## src/rtl/skut_ram_sched.sv

```systemverilog
// Write-port scheduler for the ping-pong telemetry frame RAM: arbitrates the frame former (A)
// and the service writer (B) onto one write port and swaps banks on every frame strobe.
//
// state  | meaning
// IDLE   | no write this cycle
// A_WR   | former word written into the current bank
// B_WR   | service word written, ack pulsed
// SWAP   | bank toggle, frame statistics published, no write
module skut_ram_sched #(
    parameter int ADDR_W      = 7,
    parameter int DATA_W      = 8,
    parameter int FRAME_WORDS = 80,
    parameter int B_TIMEOUT   = 15
) (
    input  logic              iClk,
    input  logic              reset,
    input  logic              i8KHz,
    input  logic              iWrEnA,
    input  logic [ADDR_W-1:0] iAddrA,
    input  logic [DATA_W-1:0] iDataA,
    input  logic              iReqB,
    input  logic [ADDR_W-1:0] iAddrB,
    input  logic [DATA_W-1:0] iDataB,
    output logic              oAckB,
    output logic              oRamWe,
    output logic [ADDR_W:0]   oRamAddr,
    output logic [DATA_W-1:0] oRamData,
    output logic              oWrBank,
    output logic              oRdBank,
    output logic              oFrameStart,
    output logic [7:0]        oWordCnt,
    output logic              oFrameErr,
    output logic              oCollision,
    output logic              oStarveB
);
    typedef enum logic [1:0] {IDLE = 2'd0, A_WR = 2'd1, B_WR = 2'd2, SWAP = 2'd3} state_t;

    localparam int                WAIT_W    = $clog2(B_TIMEOUT + 2);
    localparam logic [WAIT_W-1:0] WAIT_MAX  = WAIT_W'(B_TIMEOUT + 1);
    localparam logic [7:0]        FRAME_CNT = 8'(FRAME_WORDS);

    state_t state_q, state_d;
    logic sync1_q, sync1_d, sync2_q, sync2_d, sync3_q, sync3_d;
    logic wra_prev_q, wra_prev_d;
    logic [7:0] run_cnt_q, run_cnt_d;
    logic [WAIT_W-1:0] wait_q, wait_d;
    logic ram_we_q, ram_we_d;
    logic [ADDR_W:0] ram_addr_q, ram_addr_d;
    logic [DATA_W-1:0] ram_data_q, ram_data_d;
    logic ack_q, ack_d;
    logic bank_q, bank_d;
    logic rd_bank_q, rd_bank_d;
    logic frame_start_q, frame_start_d;
    logic [7:0] word_cnt_q, word_cnt_d;
    logic frame_err_q, frame_err_d;
    logic collision_q, collision_d;
    logic starve_q, starve_d;
    logic frame_edge, a_rise, grant;

    always_comb begin
        sync1_d    = i8KHz;
        sync2_d    = sync1_q;
        sync3_d    = sync2_q;
        frame_edge = sync2_q & ~sync3_q;
        a_rise     = iWrEnA & ~wra_prev_q;
        wra_prev_d = iWrEnA;

        if (frame_edge)                      state_d = SWAP;
        else if (iWrEnA)                     state_d = A_WR;
        else if (iReqB && state_q != B_WR)   state_d = B_WR;
        else                                 state_d = IDLE;

        ram_we_d      = 1'b0;
        ram_addr_d    = ram_addr_q;
        ram_data_d    = ram_data_q;
        ack_d         = 1'b0;
        bank_d        = bank_q;
        rd_bank_d     = rd_bank_q;
        frame_start_d = 1'b0;
        word_cnt_d    = word_cnt_q;
        frame_err_d   = 1'b0;
        collision_d   = 1'b0;
        run_cnt_d     = (a_rise && run_cnt_q != 8'hFF) ? run_cnt_q + 8'd1 : run_cnt_q;

        case (state_d)
            SWAP: begin
                bank_d        = ~bank_q;
                rd_bank_d     = bank_q;
                frame_start_d = 1'b1;
                word_cnt_d    = run_cnt_q;
                frame_err_d   = (run_cnt_q != FRAME_CNT);
                // a word starting on the swap cycle belongs to the new frame
                run_cnt_d     = {7'd0, a_rise};
                collision_d   = iWrEnA;
            end
            A_WR: begin
                ram_we_d   = 1'b1;
                ram_addr_d = {bank_q, iAddrA};
                ram_data_d = iDataA;
            end
            B_WR: begin
                ram_we_d   = 1'b1;
                ram_addr_d = {bank_q, iAddrB};
                ram_data_d = iDataB;
                ack_d      = 1'b1;
            end
            default: ;
        endcase

        grant = (state_d == B_WR);
        // the cycle showing oAckB still sees the old request held, so it is not a wait cycle
        if (grant || ack_q || !iReqB) wait_d = '0;
        else if (wait_q != WAIT_MAX)  wait_d = wait_q + 1'b1;
        else                          wait_d = wait_q;

        starve_d = grant ? 1'b0 : (starve_q | (wait_d == WAIT_MAX));
    end

    always_ff @(posedge iClk or posedge reset) begin
        if (reset) begin
            state_q       <= IDLE;
            sync1_q       <= 1'b0;
            sync2_q       <= 1'b0;
            sync3_q       <= 1'b0;
            wra_prev_q    <= 1'b0;
            run_cnt_q     <= '0;
            wait_q        <= '0;
            ram_we_q      <= 1'b0;
            ram_addr_q    <= '0;
            ram_data_q    <= '0;
            ack_q         <= 1'b0;
            bank_q        <= 1'b0;
            rd_bank_q     <= 1'b1;
            frame_start_q <= 1'b0;
            word_cnt_q    <= '0;
            frame_err_q   <= 1'b0;
            collision_q   <= 1'b0;
            starve_q      <= 1'b0;
        end else begin
            state_q       <= state_d;
            sync1_q       <= sync1_d;
            sync2_q       <= sync2_d;
            sync3_q       <= sync3_d;
            wra_prev_q    <= wra_prev_d;
            run_cnt_q     <= run_cnt_d;
            wait_q        <= wait_d;
            ram_we_q      <= ram_we_d;
            ram_addr_q    <= ram_addr_d;
            ram_data_q    <= ram_data_d;
            ack_q         <= ack_d;
            bank_q        <= bank_d;
            rd_bank_q     <= rd_bank_d;
            frame_start_q <= frame_start_d;
            word_cnt_q    <= word_cnt_d;
            frame_err_q   <= frame_err_d;
            collision_q   <= collision_d;
            starve_q      <= starve_d;
        end
    end

    assign oRamWe      = ram_we_q;
    assign oRamAddr    = ram_addr_q;
    assign oRamData    = ram_data_q;
    assign oAckB       = ack_q;
    assign oWrBank     = bank_q;
    assign oRdBank     = rd_bank_q;
    assign oFrameStart = frame_start_q;
    assign oWordCnt    = word_cnt_q;
    assign oFrameErr   = frame_err_q;
    assign oCollision  = collision_q;
    assign oStarveB    = starve_q;
endmodule

```

## config.mk

```make
export PLATFORM = sky130hd
export DESIGN_NAME = skut_ram_sched
export DESIGN_NICKNAME = d
export VERILOG_FILES = /design/src/rtl/skut_ram_sched.sv
export SDC_FILE = /design/constraint.sdc
export NUM_CORES = 1
export LEC_CHECK = 0
export ABC_AREA = 1
export BUFFER_PORTS_ARGS = -buffer_cell sky130_fd_sc_hd__buf_4
export CAP_MARGIN = 20
export CORE_ASPECT_RATIO = 0.6
export CORE_UTILIZATION = 40
export DETAILED_ROUTE_END_ITERATION = 6
export GPL_TIMING_DRIVEN = 0
export MAX_ROUTING_LAYER = met4
export PLACE_DENSITY_LB_ADDON = 0.15
export SYNTH_ARGS = -nofsm -noshare
export SYNTH_HDL_FRONTEND = slang
export SYNTH_SLANG_ARGS = --single-unit
```

## constraint.sdc

```tcl
create_clock -name iClk -period 2.6 [get_ports iClk]
set_clock_uncertainty 0.15 [all_clocks]
set_input_delay 0.52 -clock iClk [delete_from_list [all_inputs] [get_ports iClk]]
set_output_delay 0.52 -clock iClk [all_outputs]
set_load 0.03 [all_outputs]
```

==> flow_summary.ini <==
[timing]
finalCriticalPeriod_ps = 2140
final-hold-violation-count = 0
max-slew-margin-rel = 0.674
timing_max_transition_violations_final = 0
fmaxAchievable_mhz = 467
rsz0062_at_grt = false
totalNegativeSetupSlack_ps = 0
tightest_slew_ps = 488
layout_worst_path_cycle_share = 0.824
setup-violations-final = 0

[worst_setup_path]
cp_data_arrival_time_ps = 2180
r2r_setup_slack_ps = 460
worstPathRequired_ps = 2640
critical_path.reg2reg.endpoint = oStarveB
reg2reg_depth = 13
highest_net_fanout_along_the_worst_path = 8
critical_path.startpoint_type = flop
setup.worst_path.class = flop to flop
critical_path.reg2reg.startpoint = sync2_q
worst_setup_path_end_kind = flop

[min_path]
hold_path.class = input pin to asynchronous set/reset pin

[final_layout]
fillers = 472
layout.cells.non_filler = 401
insertedDiodeCount = 0
area_delta_synth_final_pct = 31.8
finish.net_count = 364
drive_gt1_frac = 0.306

[clocking]
cts.reportedPaths.clkPinSlew_ps = 90
cts_made_buffers = 5
tritoncts_num_sinks = 51
clock_path_buffers = 2
clk_latency_ps = 300
cells_resized_by_post_cts_repair = 0
cts_setup_buffers = 0
cts_hold_repair.buffers = 0
htree_num_levels = 2
cts_tree = yes
root_buffer = clkbuf_8

[power]
peakVddDrop_mv = 0.607
power.static_leakage_nw = 1.52
powerDensity_mw_per_mm2 = 711

[placed_design]
hpwl_um = 3960
post-place-cells = 393
place_congestion = 0.807
port_buffers = 66

[global_route]
grt_first_pass_wirelength_um = 8640
grt_pass1_vias = 1718
grt_start_max_net_pins = 32
number_of_antenna_violations_at_the_first_check_in_global_routing = 0
globalRouteOverflowTotal = 0
groute.usage.overall = 0.200

[routing]
num_vias = 1880
avgViaCountPerCell = 4.69
remaining_drc_errors = 0
drt-pass1-iter-count = 4
routed_wire_length_per_instance_um = 13.2
drt-total-wl_um = 5290
detail_route.iter0.violations = 119
antenna_violating_nets_post_route = 0

[logic_synthesis]
post_synth_top_flop = dfrtp_1
synth.lib_cells_used.distinct = 34
postSynthCellCount = 249
synthesis.area_mm2 = 0.00230
synth-edff-count = 0
synth_async_sr_flop_share = 1.00
ys_seq_elements = 51
ys_warn_count = 0
synth.yosys.seq_area_share = 0.556
synth.avg_cell_area_um2 = 9.22
synth.net_count = 290

[floorplanning]
num_rows = 20
chip_height_um = 60.7
die_area_mm2 = 0.00606
start_util = 0.435
core_area_mm2 = 0.00528
io_pins = 67
floorplan.die.width_um = 99.8

[flow_run]
maxCapViolCount = 0

[status]
status = finished clean
-- kinds of logic after synthesis --
group / synth area share
adders and majority gates: 0.0327
and+or+nand+nor: 0.225
xor gates and xnor gates: 0.0191
DFF: 0.556
muxes: 0.00490
buffers and inverters: 0.0714
AOI/OAI and AO/OA: 0.0910
-- synthesized netlist by cell type, types with 3 or more instances --
cell,count,area share
nand2_1,62,0.10
nor2_1,22,0.036
a31oi_1,16,0.044
nand4_1,3,0.0082
o21ai_0,10,0.022
nor3_2,3,0.013
nand3_2,3,0.013
o21ai_1,5,0.011
xor2_1,5,0.019
ha_1,6,0.033
nand3_1,10,0.022
inv_1,25,0.041
dfrtp_1,50,0.54
-- layout make-up --
class                           count  area (um^2)  area share
Multi-Input combinational cell    160          855       0.282
Clock buffer                        6         82.6      0.0273
Clock inverter                      2         35.0      0.0116
Tap cell                           77         96.3      0.0318
Buffer                              8         46.3      0.0153
Timing Repair Buffer               67          515       0.170
Inverter                           30          118      0.0389
Sequential cell                    51         1280       0.422
-- worst max-delay path by stage --
stage / cells after the start / to / slack (ps) / start
after floorplan: 13 / oStarveB / 680 / iWrEnA
after global placement: 2 / oRamData[3] / -20 / reset
after detailed placement: 7 / oWordCnt[0] / 340 / iWrEnA
after CTS: 13 / oStarveB / 420 / sync2_q
after global routing: 13 / oStarveB / 330 / sync2_q
final: 13 / oStarveB / 460 / sync2_q
-- stage by stage --
| step | setup slack [ps] | power [W] | util | hold WS (ps) | area, um^2 |
|---|---|---|---|---|---|
| after global placement | -15.5 | 0.00159 | 0.547 | 184 | 2890 |
| after CTS | 420 | 0.00217 | 0.573 | 83.1 | 3030 |
| after global routing | 328 | 0.00227 | 0.573 | 93.7 | 3030 |
| final | 457 | 0.00215 | 0.573 | 68.8 | 3030 |
| after detailed placement | 336 | 0.00160 | 0.551 | 188 | 2910 |
| after floorplan | 682 | 0.00134 | - | 181 | 2300 |
-- power breakdown --
part / switching, W / total (W) / internal [W]
Sequential: 0.0000734 / 0.000977 / 0.000903
Combinational: 0.000374 / 0.000603 / 0.000229
Clock: 0.000260 / 0.000572 / 0.000312
-- sequential cells by signal, indices dropped and copies added (netlist names) --
register and cells:
oRamAddr 8, oRamData 8, oWordCnt 8, run_cnt_q 8
wait_q 5, state_q 2, oAckB 1, oCollision 1
oFrameErr 1, oFrameStart 1, oRamWe 1, oRdBank 1
oStarveB 1, oWrBank 1, sync1_q 1, sync2_q 1
sync3_q 1, wra_prev_q 1
-- critical path, stage by stage, from the launching register on --
cell and delay (ps):
dfrtp_1 370, inv_1 50, o21ai_0 320, inv_1 80, ha_1 220, buf_4 170
inv_4 90, nand2_2 70, nor2_2 170, nand3_1 120, nand2_1 70, nor2_1 40
nand2_1 50, a21oi_1 50
-- placed cells by master, fill, tap and decap left out, types with 3 or more instances in the layout --
master    synthesis  layout
inv_1            25      24
nor3_2            3       3
clkbuf_8          1       7
nand3_2           3       3
nand4_1           3       3
nand3_1          10      10
o21ai_0          10      10
nor2_1           22      22
nand2_1          62      62
a31oi_1          16      16
buf_4             1      67
o21ai_1           5       5
inv_2             2       3
ha_1              6       6
dfrtp_1          50      50
xor2_1            5       5
-- metal layers --
metal  part of all wire  GRT usage  vias up  routed length, um
met2               0.38      0.250       70               2000
li1                   -          -      947                  -
met3              0.071     0.0530        4                376
met5                  0          -        -                  0
met4             0.0078     0.0504        0                 41
met1               0.54      0.310      859               2870
Note: power is estimated with default switching activity, not from simulation.
